--- src/rtl/shift_univ_if.sv ---
// Bus bundle for shift_univ_reg: control/data toward the register, contents/status back.
// Carries the rot input only when SHIFT_ROTATE_EN is defined.
interface shift_univ_if #(
  parameter int unsigned WIDTH = 8
);
  localparam int unsigned CNT_W = $clog2(WIDTH);

  logic             shift_en;
  logic             dir;
  logic             load;
  logic [WIDTH-1:0] par_in;
  logic             serial_in;
`ifdef SHIFT_ROTATE_EN
  logic             rot;
`endif
  logic [WIDTH-1:0] par_out;
  logic             serial_out;
  logic [CNT_W-1:0] shift_cnt;
  logic             frame_done;

`ifdef SHIFT_ROTATE_EN
  modport master (
    output shift_en, dir, load, par_in, serial_in, rot,
    input  par_out, serial_out, shift_cnt, frame_done
  );
  modport slave (
    input  shift_en, dir, load, par_in, serial_in, rot,
    output par_out, serial_out, shift_cnt, frame_done
  );
`else
  modport master (
    output shift_en, dir, load, par_in, serial_in,
    input  par_out, serial_out, shift_cnt, frame_done
  );
  modport slave (
    input  shift_en, dir, load, par_in, serial_in,
    output par_out, serial_out, shift_cnt, frame_done
  );
`endif
endinterface

--- src/rtl/shift_univ_reg.sv ---
// Universal bidirectional shift register with bit-slot counter and frame-done pulse.
// Optional feature: SHIFT_ROTATE_EN adds a rot input that recirculates the outgoing bit.
module shift_univ_reg #(
  parameter int unsigned     WIDTH     = 8,
  parameter logic [WIDTH-1:0] RESET_VAL = {WIDTH{1'b0}}
) (
  input logic        clk,
  input logic        rst,
  shift_univ_if.slave bus
);
  localparam int unsigned      CNT_W   = $clog2(WIDTH);
  localparam logic [CNT_W-1:0] CNT_MAX = CNT_W'(WIDTH - 1);

  logic [WIDTH-1:0] q, q_nxt;
  logic [CNT_W-1:0] cnt, cnt_nxt;
  logic             fd, fd_nxt;
  logic             out_bit;
  logic             in_bit;

  // Bit leaving the register on the next shift in the current direction
  assign out_bit = bus.dir ? q[WIDTH-1] : q[0];

`ifdef SHIFT_ROTATE_EN
  assign in_bit = bus.rot ? out_bit : bus.serial_in;
`else
  assign in_bit = bus.serial_in;
`endif

  // Next-state: load beats shift, hold clears the frame pulse
  always_comb begin
    q_nxt   = q;
    cnt_nxt = cnt;
    fd_nxt  = 1'b0;
    if (bus.load) begin
      q_nxt   = bus.par_in;
      cnt_nxt = '0;
    end else if (bus.shift_en) begin
      q_nxt = bus.dir ? {q[WIDTH-2:0], in_bit} : {in_bit, q[WIDTH-1:1]};
      if (cnt == CNT_MAX) begin
        cnt_nxt = '0;
        fd_nxt  = 1'b1;
      end else begin
        cnt_nxt = cnt + CNT_W'(1);
      end
    end
  end

  always_ff @(posedge clk) begin
    if (!rst) begin
      q   <= RESET_VAL;
      cnt <= '0;
      fd  <= 1'b0;
    end else begin
      q   <= q_nxt;
      cnt <= cnt_nxt;
      fd  <= fd_nxt;
    end
  end

  assign bus.par_out    = q;
  assign bus.serial_out = out_bit;
  assign bus.shift_cnt  = cnt;
  assign bus.frame_done = fd;
endmodule

--- src/flat_wrapper.sv ---
// flat-port wrapper written by rule: the top's interface ports become plain ports
module shift_univ_reg_flat 
#(
  parameter int unsigned     WIDTH     = 8,
  parameter logic [WIDTH-1:0] RESET_VAL = {WIDTH{1'b0}}
)
  (clk, rst, bus_shift_en, bus_dir, bus_load, bus_par_in, bus_serial_in, bus_par_out, bus_serial_out, bus_shift_cnt, bus_frame_done);
  shift_univ_if #(.WIDTH(WIDTH)) bus_i ();
  input logic clk;
  input logic rst;
  input wire logic [$bits(bus_i.shift_en)-1:0] bus_shift_en;
  input wire logic [$bits(bus_i.dir)-1:0] bus_dir;
  input wire logic [$bits(bus_i.load)-1:0] bus_load;
  input wire logic [$bits(bus_i.par_in)-1:0] bus_par_in;
  input wire logic [$bits(bus_i.serial_in)-1:0] bus_serial_in;
  output wire logic [$bits(bus_i.par_out)-1:0] bus_par_out;
  output wire logic [$bits(bus_i.serial_out)-1:0] bus_serial_out;
  output wire logic [$bits(bus_i.shift_cnt)-1:0] bus_shift_cnt;
  output wire logic [$bits(bus_i.frame_done)-1:0] bus_frame_done;
  assign bus_i.shift_en = bus_shift_en;
  assign bus_i.dir = bus_dir;
  assign bus_i.load = bus_load;
  assign bus_i.par_in = bus_par_in;
  assign bus_i.serial_in = bus_serial_in;
  assign bus_par_out = bus_i.par_out;
  assign bus_serial_out = bus_i.serial_out;
  assign bus_shift_cnt = bus_i.shift_cnt;
  assign bus_frame_done = bus_i.frame_done;
  shift_univ_reg #(.WIDTH(WIDTH), .RESET_VAL(RESET_VAL)) u_core (.clk(clk), .rst(rst), .bus(bus_i));
endmodule
--- config.mk ---
export PLATFORM = sky130hd
export DESIGN_NAME = shift_univ_reg_flat
export DESIGN_NICKNAME = d
export VERILOG_FILES = /design/src/rtl/shift_univ_if.sv /design/src/rtl/shift_univ_reg.sv /design/src/flat_wrapper.sv
export SDC_FILE = /design/constraint.sdc
export NUM_CORES = 1
export LEC_CHECK = 0
export ABC_CLOCK_PERIOD_IN_PS = 3000
export BUFFER_PORTS_ARGS = -buffer_cell sky130_fd_sc_hd__buf_2
export CELL_PAD_IN_SITES_DETAIL_PLACEMENT = 1
export CELL_PAD_IN_SITES_GLOBAL_PLACEMENT = 1
export CORE_MARGIN = 1
export CORE_UTILIZATION = 35
export DETAILED_ROUTE_END_ITERATION = 12
export GPL_TIMING_DRIVEN = 1
export PLACE_DENSITY_LB_ADDON = 0.08
export SETUP_SLACK_MARGIN = 0.2
export SYNTH_ARGS = -nofsm -noshare
export SYNTH_HDL_FRONTEND = slang
export SYNTH_SLANG_ARGS = --single-unit
export TNS_END_PERCENT = 20
--- constraint.sdc ---
create_clock -name clk -period 3 [get_ports clk]
set_input_delay 0.3 -clock clk [delete_from_list [all_inputs] [get_ports clk]]
set_output_delay 0.3 -clock clk [all_outputs]
set_load 0.02 [all_outputs]
# Word level (Yosys, flattened, before mapping)
# Cells that the tools add are included.
[word_totals] romBits=0 latchBits=0 wordCells=16 memories=0 input_bits=14 reg_bits=12 mem_bits_rw=0 output_inout_bits=13
[classes] bitwise_logic=2 muxes=6 magnitude_cmp=0 div_mod_pow=0 n_addsub=1 shift=0 n_eq_ne=1 n_reduce_logical=3 n_mul=0
[op_table] op="2-to-1 mux 8 bit" count=3
[op_table] op="adder 3 x 1 -> 3 bit, second input constant" count=1
[op_table] op="equality test 3 bit, second input constant" count=1
[op_table] op="2-to-1 mux 3 bit" count=1
[op_table] op="OR reduction 3 bit" count=1
[op_table] op="2-to-1 mux 1 bit" count=2
[op_table] op="inverter 1 bit" count=2
[op_table] op="nonzero test 2 bit" count=1
[op_table] op="OR reduction 2 bit" count=1

# Depth between registers and ports, before layout
# Gate-level depths: netlist of run 1.
[logic_depth] word_depth=3 ltp_mapped=4 ltp_nobuf=4

# Least setup slack after synthesis of run 1
# OpenSTA, ideal clock, no wires.
[synth_path] path_kind="register to register" startpoint="register u_core.cnt[0], in the netlist u_core.bus.shift_cnt[0]" endpoint="register u_core.cnt[0], in the netlist u_core.bus.shift_cnt[0]" n_path_buf=0 slack_ns=1.719 stages_incl_launch_ff=5 arrival_ns=1.211 period_less_slack_ns=1.281 cell_sequence="dfxtp_1 > ha_1 > ha_1 > or3b_1 > a21oi_1"
[synth_via] elab_chain_cells=2 word_cells_on_any_way=3 classes_between="add/sub: 1; eq/ne: 1; mux: 1"
[synth_lines] element="start: declaration" line_no="shift_univ_reg.sv:15" text="logic [CNT_W-1:0] cnt, cnt_nxt;"
[synth_lines] element="start signal: assignment" line_no="shift_univ_reg.sv:55" text="cnt <= cnt_nxt;"
[synth_lines] element="adder 3 x 1 -> 3 bit / equality test 3 bit (equally long branches)" line_no="shift_univ_reg.sv:43, shift_univ_reg.sv:39"
[synth_lines] element="2-to-1 mux 3 bit *" line_no="shift_univ_reg.sv:39" text="if (cnt == CNT_MAX) begin"
# Every way passes the cells marked *; elsewhere a longest branch is shown, timed or not.
# A chain may end at the register's enable or synchronous reset.

# Worst setup path after layout of run 1
[layout_path] startpoint="input port bus_dir" endpoint="output port bus_serial_out"
[layout_via] elab_chain_cells=1
[layout_lines] element="start: declaration" line_no="flat_wrapper.sv:12" text="input wire logic [$bits(bus_i.dir)-1:0] bus_dir;"
[layout_lines] element="2-to-1 mux 1 bit" line_no="shift_univ_reg.sv:21" text="assign out_bit = bus.dir ? q[WIDTH-1] : q[0];"
[layout_lines] element="end: declaration" line_no="flat_wrapper.sv:17" text="output wire logic [$bits(bus_i.serial_out)-1:0] bus_serial_out;"
# Every way passes these cells.

==> flow_summary.json, run 1 <==
{
  "die_area_um2": 2040,
  "yosysWarnings": 0,
  "max_freq_mhz": 740,
  "grt_pass1_vias": 583,
  "status": "complete, no violations",
  "gr-total-overflow": 0,
  "cp_slowest_cell": "mux2_2",
  "synth.area.mux_share_pct": 17.1,
  "synth_compound_area_share_pct": 11.5,
  "drt-vias-per-instance": 5.17,
  "synthXorXnorAreaFrac_pct": 0,
  "utilization_pct": 45.7,
  "rsz0062_at_grt": "false",
  "power.density_nw_per_um2": 424,
  "antenna_found_initial": 0,
  "cts_sinks": 12,
  "core_area_um2": 1730,
  "leakage_uw": 0.000383,
  "wl_per_cell_um": 13.3,
  "end_kind": "primary output",
  "criticalPathCategory": "in -> out",
  "fillers": 224,
  "grt_pass1_wl_mm": 2.57,
  "clkLatencyLatePin_ps": 260,
  "cp.arrival_ps": 1050,
  "synth_simple_gate_area_share_pct": 23.7,
  "cts_hold_buf": 0,
  "cp.required_ps": 2700,
  "dr.pass1.iters": 4,
  "ir_drop_uv": 201,
  "cp_max_fo": 9,
  "drive_gt1_share_pct": 36.8,
  "critPathTopFamily": "buffers and inverters",
  "path_cells": "buf_2 > mux2_2 > buf_2",
  "cts.repair.resized": 0,
  "start_util_pct": 37.7,
  "finalSetupViolations": 0,
  "ys_ff_latch": 12,
  "period_needed_ps": 1350,
  "yosysUniqueCellTypes": 15,
  "drc": 0,
  "timing.final.crit_share_pct": 45.0,
  "slew_headroom_pct": 83.3,
  "synthAdderAreaFrac_pct": 3.85,
  "syn_to_final_growth_pct": 21.3,
  "crit_buf_inv": 2,
  "synth_top_family_by_area": "simple AND/OR/NAND/NOR gates",
  "die_x_um": 45.1,
  "place_congestion": 0.704,
  "cts_tree": "done",
  "dr_total_vias": 579,
  "path_clk_slew_ps": 70,
  "rows": 15,
  "startpoint_type": "input pin",
  "hold_class": "in -> reg",
  "io_buffers": 26,
  "post_cts_buffers": 0,
  "maxCapViolCount": 0,
  "cpMostUsedCell": "buf_2",
  "grt_max_degree": 15,
  "antenna_cells": 0,
  "slowest_delay_ps": 360,
  "root_buffer": "clkbuf_4",
  "die_y_um": 45.1,
  "cts_max_path_buffers": 2,
  "hold_violations": 0,
  "synthCells": 63,
  "numCtsBuffers": 3,
  "syn_area_um2": 651,
  "nets": 105,
  "track_usage_pct": 17.8,
  "power.total_uw": 335,
  "slew_violations": 0,
  "tightest_slew_ps": 251,
  "wl_mm": 1.49,
  "dp_hpwl_mm": 1.14,
  "avgSynthCellArea_um2": 10.3,
  "io_pins": 27,
  "setup_tns_ps": 0,
  "drtIter0Drc": 3,
  "drtAntennaViolNets": 0,
  "synth-seq-area-share_pct": 36.9,
  "syn-num-nets": 79,
  "fin_worst_skew_ps": 2.55,
  "h-tree-depth": 1
}
==> flip-flops by register name (all words and copies together), names as in the netlist <==
| register | cells |
|---|---|
| u_core.bus.par_out | 8 |
| u_core.bus.shift_cnt | 3 |
| u_core.bus.frame_done | 1 |
==> cells in the final DEF (no fill, tap or decap) <==
master / instances
mux2_2: 1
nand2_1: 1
nand2b_1: 9
nand3_1: 8
a21oi_1: 1
buf_2: 26
or3b_1: 1
mux2i_1: 10
o221ai_1: 8
nand3b_4: 1
nor2_1: 3
dfxtp_1: 12
ha_1: 2
nand2b_4: 1
clkbuf_4: 3
==> cell usage after synthesis (all sizes together) <==
cell type   n  share of area (%)
dfxtp      12                 37
mux2i      10                 15
nand2b     10                 11
nand3       8                6.2
o221ai      8                 11
buf         5                6.9
nor2        3                1.7
ha          2                3.8
a21oi       1               0.77
mux2        1                1.7
nand2       1               0.58
nand3b      1                3.1
or3b        1                1.3
==> power breakdown <==
group          switching [µW]  internal (µW)
registers                8.18            167
clock network            46.7           46.3
logic                    37.1           29.0
==> through the flow <==
stage | worst slack, ps | std cells | hold WS [ps] | area [µm²]
floorplan | 1720 | 63 | 440 | 651
global placement | 1660 | 109 | 493 | 767
detailed placement | 1640 | 109 | 512 | 767
CTS | 1640 | 112 | 264 | 790
global route | 1610 | 112 | 270 | 790
finish | 1650 | 112 | 276 | 790
==> metal layers <==
layer | part of all wire (%) | up-vias | global-route usage [%]
met2 | 47 | 17 | 27.8
met1 | 46 | 276 | 22.5
met4 | 1.4 | 0 | 10.3
met5 | 0 | - | 0
met3 | 5.3 | 2 | 4.00
li1 | - | 284 | -
==> cell type report <==
type | instances | area [µm²] | share of cell area, %
clock buffer | 3 | 22.5 | 2.85
tap | 25 | 31.3 | 3.96
multi-input combinational | 46 | 365 | 46.3
sequential | 12 | 240 | 30.4
timing repair buffer | 26 | 130 | 16.5
==> worst min-delay path: stages <==
cell and delay, ps:
buf_2 70, nand3_1 60, o221ai_1 60
==> cell families after synthesis <==
kind of cell	after synthesis
multiplexers	11
buffers and inverters	5
AO/OA/AOI/OAI	9
adder cells (fa/ha/maj)	2
AND/OR/NAND/NOR	24
flip-flops	12
==> final timing paths <==
check / startpoint / to / slack, ps / cells after the start
max: bus_dir / bus_serial_out / 1650 / 3
min: bus_par_in[5] / u_core.bus.par_out[5] / 280 / 3
max reg2reg: u_core.bus.shift_cnt[0] / u_core.bus.shift_cnt[0] / 1760 / 4
min reg2reg: u_core.bus.shift_cnt[0] / u_core.bus.shift_cnt[0] / 520 / 2
(Power assumes the default switching activity.)
==> inputs of run 2 (changes only) <==
ABC_AREA = 1   (was unset)
ABC_CLOCK_PERIOD_IN_PS = 1250   (was 3000)
CORE_UTILIZATION = 30   (was 35)
clock period = 1.25 ns   (was 3 ns; I/O delays follow)
==> flow_summary.json, run 2 <==
{
  "drtAntennaViolNets": 0,
  "dp_hpwl_mm": 1.32,
  "cp_max_fo": 3,
  "cp.required_ps": 1120,
  "syn_to_final_growth_pct": 33.3,
  "hold_class": "in -> reg",
  "r2r_cells": 5,
  "status": "complete, no violations",
  "fin_area_um2": 872,
  "cts_max_path_buffers": 2,
  "nets": 149,
  "drc": 0,
  "h-tree-depth": 1,
  "grt_max_degree": 11,
  "rr_startpoint": "u_core.bus.shift_cnt[0]",
  "hold_violations": 0,
  "io_buffers": 26,
  "fillers": 289,
  "drt-vias-per-instance": 4.60,
  "synth_top_area_share_pct": 36.7,
  "core_area_um2": 2000,
  "ys_ff_latch": 12,
  "synth_top_area_cell": "dfxtp_1",
  "dpl-instance-area_um2": 805,
  "slew_violations": 0,
  "avgSynthCellArea_um2": 6.42,
  "numCtsBuffers": 3,
  "period_needed_ps": 1010,
  "syn-num-nets": 118,
  "grt_pass1_wl_mm": 3.15,
  "syn_area_um2": 654,
  "ys_async_sr_fraction_pct": 0,
  "cp.arrival_ps": 880,
  "clkLatencyLatePin_ps": 270,
  "dr_total_vias": 727,
  "yosys-top-cells-count": "47 x nand2_1, 18 x a21oi_1, 12 x dfxtp_1",
  "start_util_pct": 32.7,
  "synth_edf_count": 0,
  "timing.final.crit_share_pct": 80.8,
  "root_buffer": "clkbuf_4",
  "yosysWarnings": 0,
  "power.density_nw_per_um2": 960,
  "wl_per_cell_um": 11.1,
  "tightest_slew_ps": 347,
  "rsz0062_at_grt": "true",
  "startpoint_type": "flip-flop",
  "ir_drop_uv": 478,
  "min_from": "rst",
  "slew_headroom_pct": 76.8,
  "rows": 16,
  "min_path_cells": 2,
  "path_clk_slew_ps": 70,
  "criticalPathCategory": "reg -> out",
  "maxCapViolCount": 0,
  "drtIter0Drc": 6,
  "io_pins": 27,
  "crit_path_start": "u_core.bus.shift_cnt[0]",
  "antenna_cells": 0,
  "dr.pass1.iters": 3,
  "synth-seq-area-share_pct": 36.7,
  "cts_tree": "done",
  "synthCells": 102,
  "antenna_found_initial": 0,
  "max_freq_mhz": 990,
  "utilization_pct": 43.6,
  "place_congestion": 0.698,
  "grt_pass1_vias": 759,
  "post-place-ws_ps": 161,
  "power.total_uw": 837,
  "yosysMostFrequentCell": "nand2_1",
  "end_kind": "primary output",
  "mostFrequentLayoutCells": "47 x nand2_1, 25 x buf_2, 16 x a21oi_1",
  "fin_worst_skew_ps": 1.65,
  "die_x_um": 48.7,
  "setup_slack_ps": 240,
  "leakage_uw": 0.000489,
  "finalSetupViolations": 0,
  "cts_sinks": 12,
  "synth_area_leaders": "dfxtp_1 37%, nand2_1 27%, a21oi_1 14%, inv_1 6.3%, ha_1 3.8%",
  "yosysUniqueCellTypes": 13,
  "drive_gt1_share_pct": 34.4,
  "setup_tns_ps": 0,
  "gr-total-overflow": 0,
  "synth_flop_cell": "dfxtp_1",
  "wl_mm": 1.75,
  "largest_reg_flops": 8,
  "track_usage_pct": 16.9,
  "layout_commonest_cell": "nand2_1",
  "die_y_um": 48.7,
  "die_area_um2": 2370
}
run 2: changes by cell type in the layout (fill, tap and decap cells not counted), sizes merged, moves of 2 or more:
cell    change
inv        +13
buf         +2
mux2i      -10
o221ai      -8
nand3       -7
a21oi      +17
nand2      +46
nor2        +3
nand2b     -10
run 2: cell type report:
class	instances	area, µm²	share of cell area, %
inverter	13	48.8	5.60
sequential	12	245	28.1
clock buffer	3	22.5	2.58
timing repair buffer	28	148	16.9
multi-input combinational	75	374	42.9
tap	27	33.8	3.87
run 2: metal layers:
layer / up-vias / routed length (µm) / GRT usage [%] / share of wire (%)
met5: - / 0 / 0 / 0
li1: 373 / - / - / -
met4: 0 / 0 / 5.88 / 0
met3: 0 / 67 / 2.83 / 3.8
met1: 339 / 805 / 21.8 / 46
met2: 15 / 879 / 28.2 / 50
run 2: path summary, 6_finish.rpt:
check                            endpoint  slack [ps]
hold / removal      u_core.bus.frame_done         120
setup reg to reg  u_core.bus.shift_cnt[0]         240
hold reg to reg   u_core.bus.shift_cnt[2]         530
setup / recovery         bus_shift_cnt[0]         240
run 2: cells by family (layout without fill, tap and decap cells):
group	Yosys count	after routing	share of synthesized area [%]
compound gates	18	18	13.8
fa+ha+maj	2	2	3.82
buf+inv	15	44	9.94
flops	12	12	36.7
simple gates	55	55	35.8
run 2: report_power, final:
group	leakage, µW	internal, µW	switching (µW)
Sequential	0.000100	402	16.8
Combinational	0.000375	64.5	112
Clock	0.0000138	112	131
Total	0.000489	578	259
run 2: worst max-delay path, cell delays in order (launching register included):
cell	delay [ps]
dfxtp_2	330
buf_4	140
buf_2	150
run 2: stage by stage:
stage	std cells	hold slack [ps]
2_1_floorplan	102	257
3_3_place_gp	153	392
3_5_place_dp	153	399
4_1_cts	157	114
5_1_grt	158	124
6_report	158	117
run 2: repair_timing:
item | in CTS | in global routing
setup endpoints to repair | 2 | 3
hold buffers | 0 | 0
pin swaps | 2 | 3
gates resized for setup | 4 | 5
endpoints found under the hold margin | 0 | 0
buffers inserted | 1 | 1
==> inputs of run 3 (changes only) <==
ABC_AREA = 0   (was 1)
ABC_CLOCK_PERIOD_IN_PS = 800   (was 1250)
clock period = 0.8 ns   (was 1.25 ns; I/O delays follow)
==> flow_summary.json, run 3 (synthesis results as in run 1) <==
{
  "status": "complete, but fails checks",
  "violations": "negative setup slack",
  "die_y_um": 48.6,
  "maxCapViolCount": 0,
  "root_buffer": "clkbuf_4",
  "max_freq_mhz": 817,
  "min_path_cells": 3,
  "tightest_slew_ps": 186,
  "path_cells": "ha_4 > ha_4 > or3b_4 > a21oi_2",
  "numCtsBuffers": 3,
  "hold_violations": 0,
  "mostFrequentLayoutCells": "19 x buf_6, 13 x buf_2, 10 x mux2i_1",
  "seq_area_um2": 275,
  "end_kind": "flip-flop",
  "r2r_cells": 4,
  "wl_mm": 1.96,
  "die_x_um": 48.6,
  "slew_violations": 0,
  "io_pins": 27,
  "rsz0062_at_grt": "true",
  "dr.pass1.iters": 4,
  "finalSetupViolations": 20,
  "dp_hpwl_mm": 1.29,
  "dr_total_vias": 647,
  "whs_endpoint": "u_core.bus.par_out[3]",
  "syn_to_final_growth_pct": 68.3,
  "antenna_found_initial": 0,
  "multiInputGateArea_um2": 400,
  "ir_drop_uv": 673,
  "p_seq_share_pct": 46.2,
  "io_buffers": 26,
  "cpMostUsedCell": "ha_4",
  "rrSetupSlack_ps": -420,
  "cts_tree": "done",
  "setup_slack_ps": -424,
  "netSwitchingPower_uw": 399,
  "place_congestion": 0.699,
  "grt_max_degree": 13,
  "fin_worst_skew_ps": 6.98,
  "criticalPathCategory": "reg -> reg",
  "hold_class": "in -> reg",
  "cp_max_fo": 2,
  "cp.arrival_ps": 1420,
  "leakage_uw": 0.000487,
  "die_area_um2": 2360,
  "slowest_delay_ps": 360,
  "cts_sinks": 12,
  "gr-total-overflow": 0,
  "wl_per_cell_um": 15.1,
  "p_clk_share_pct": 26.4,
  "drc": 0,
  "rr_startpoint": "u_core.bus.shift_cnt[1]",
  "track_usage_pct": 19.3,
  "cp_slowest_cell": "dfxtp_4",
  "path_clk_slew_ps": 80,
  "cts_hold_buf": 0,
  "r2r-end": "u_core.bus.shift_cnt[0]",
  "slew_headroom_pct": 87.2,
  "final_cells": 130,
  "timing.final.crit_share_pct": 153,
  "dp.cells": 122,
  "post-place-ws_ps": -423,
  "core_area_um2": 2000,
  "start_util_pct": 32.5,
  "h-tree-depth": 1,
  "clkLatencyLatePin_ps": 260,
  "drtIter0Drc": 6,
  "p_int_uw": 1010,
  "grt_pass1_vias": 719,
  "cts_max_path_buffers": 2,
  "comb_power_share_pct": 27.5,
  "drtAntennaViolNets": 0,
  "drive_gt1_share_pct": 61.2,
  "drt-vias-per-instance": 4.98,
  "largest_reg_flops": 8,
  "nets": 120,
  "rows": 16,
  "fillers": 234,
  "grt_pass1_wl_mm": 3.48,
  "netSwitchingFraction_pct": 28.2,
  "layout_commonest_cell": "buf_6",
  "startpoint_type": "flip-flop",
  "period_needed_ps": 1220,
  "min_from": "bus_par_in[3]",
  "cp.required_ps": 1000,
  "power.density_nw_per_um2": 1290,
  "antenna_cells": 0
}
-- run 3: changes by cell type in the layout (fill, tap and decap cells not counted), moves of 5 or more --
cell	before	now
inv_1	11	0
dfxtp_4	0	8
buf_2	25	13
o221ai_1	0	8
nand2b_1	0	9
buf_6	0	19
buf_4	3	8
nand2_1	47	1
dfxtp_1	8	0
nand3_1	0	8
mux2i_1	0	10
a21oi_1	16	0
-- run 3: power groups by stage --
stage / clock network (µW) / logic [µW] / registers, µW
after floorplan: 0 / 146 / 699
after global placement: 0 / 302 / 665
after detailed placement: 0 / 305 / 668
after CTS: 403 / 364 / 657
after global routing: 427 / 422 / 658
final: 373 / 388 / 652
-- run 3: layout make-up --
type | count | share of cell area (%)
Tap cell | 27 | 3.09
Sequential cell | 12 | 25.1
Timing Repair Buffer | 41 | 32.8
Clock buffer | 3 | 2.06
Clock inverter | 1 | 0.343
Multi-Input combinational cell | 46 | 36.6
-- run 3: per-stage QoR --
step / hold WS (ps) / utilization, % / TNS (ps) / total power (µW) / cell area (µm²)
after CTS: 37.4 / 52.9 / -2330 / 1420 / 1060
after global placement: 317 / 44.9 / -625 / 968 / 898
after detailed placement: 326 / 44.9 / -734 / 972 / 898
after floorplan: 220 / - / -705 / 845 / 684
after global routing: 76.0 / 54.7 / -3150 / 1510 / 1090
final: 57.9 / 54.7 / -2330 / 1410 / 1090
-- run 3: how the worst max path moves through the flow --
stage / to / from / slack (ps) / cells past startpoint
2_1_floorplan: u_core.bus.shift_cnt[0] / u_core.bus.shift_cnt[1] / -390 / 4
3_3_place_gp: u_core.bus.shift_cnt[0] / u_core.bus.shift_cnt[0] / -360 / 4
3_5_place_dp: u_core.bus.shift_cnt[0] / u_core.bus.shift_cnt[0] / -420 / 4
4_1_cts: u_core.bus.shift_cnt[0] / u_core.bus.shift_cnt[1] / -420 / 4
5_1_grt: u_core.bus.shift_cnt[0] / u_core.bus.shift_cnt[0] / -470 / 4
6_report: u_core.bus.shift_cnt[0] / u_core.bus.shift_cnt[1] / -420 / 4
-- run 3: worst max-delay path, delay by kind of cell (launching register included) --
| kind | cells | cell delay [ps] |
|---|---|---|
| flip-flops | 1 | 360 |
| AND/OR/NAND/NOR | 1 | 360 |
| adder cells (fa/ha/maj) | 2 | 310 |
| AO/OA/AOI/OAI | 1 | 130 |
-- run 3: repair_timing --
action | CTS | global route
setup buffers | 3 | 1
cloned | 0 | 0
gates resized for setup | 40 | 10
endpoints found under the setup margin | 25 | 25
pin swaps | 6 | 2
-- run 3: metal layers --
layer | share of wire [%] | vias to the layer above | track usage [%]
met4 | 0.76 | 0 | 4.41
met2 | 49 | 18 | 32.6
met3 | 4.4 | 2 | 3.77
li1 | - | 318 | -
met5 | 0 | - | 0
met1 | 46 | 309 | 25.2
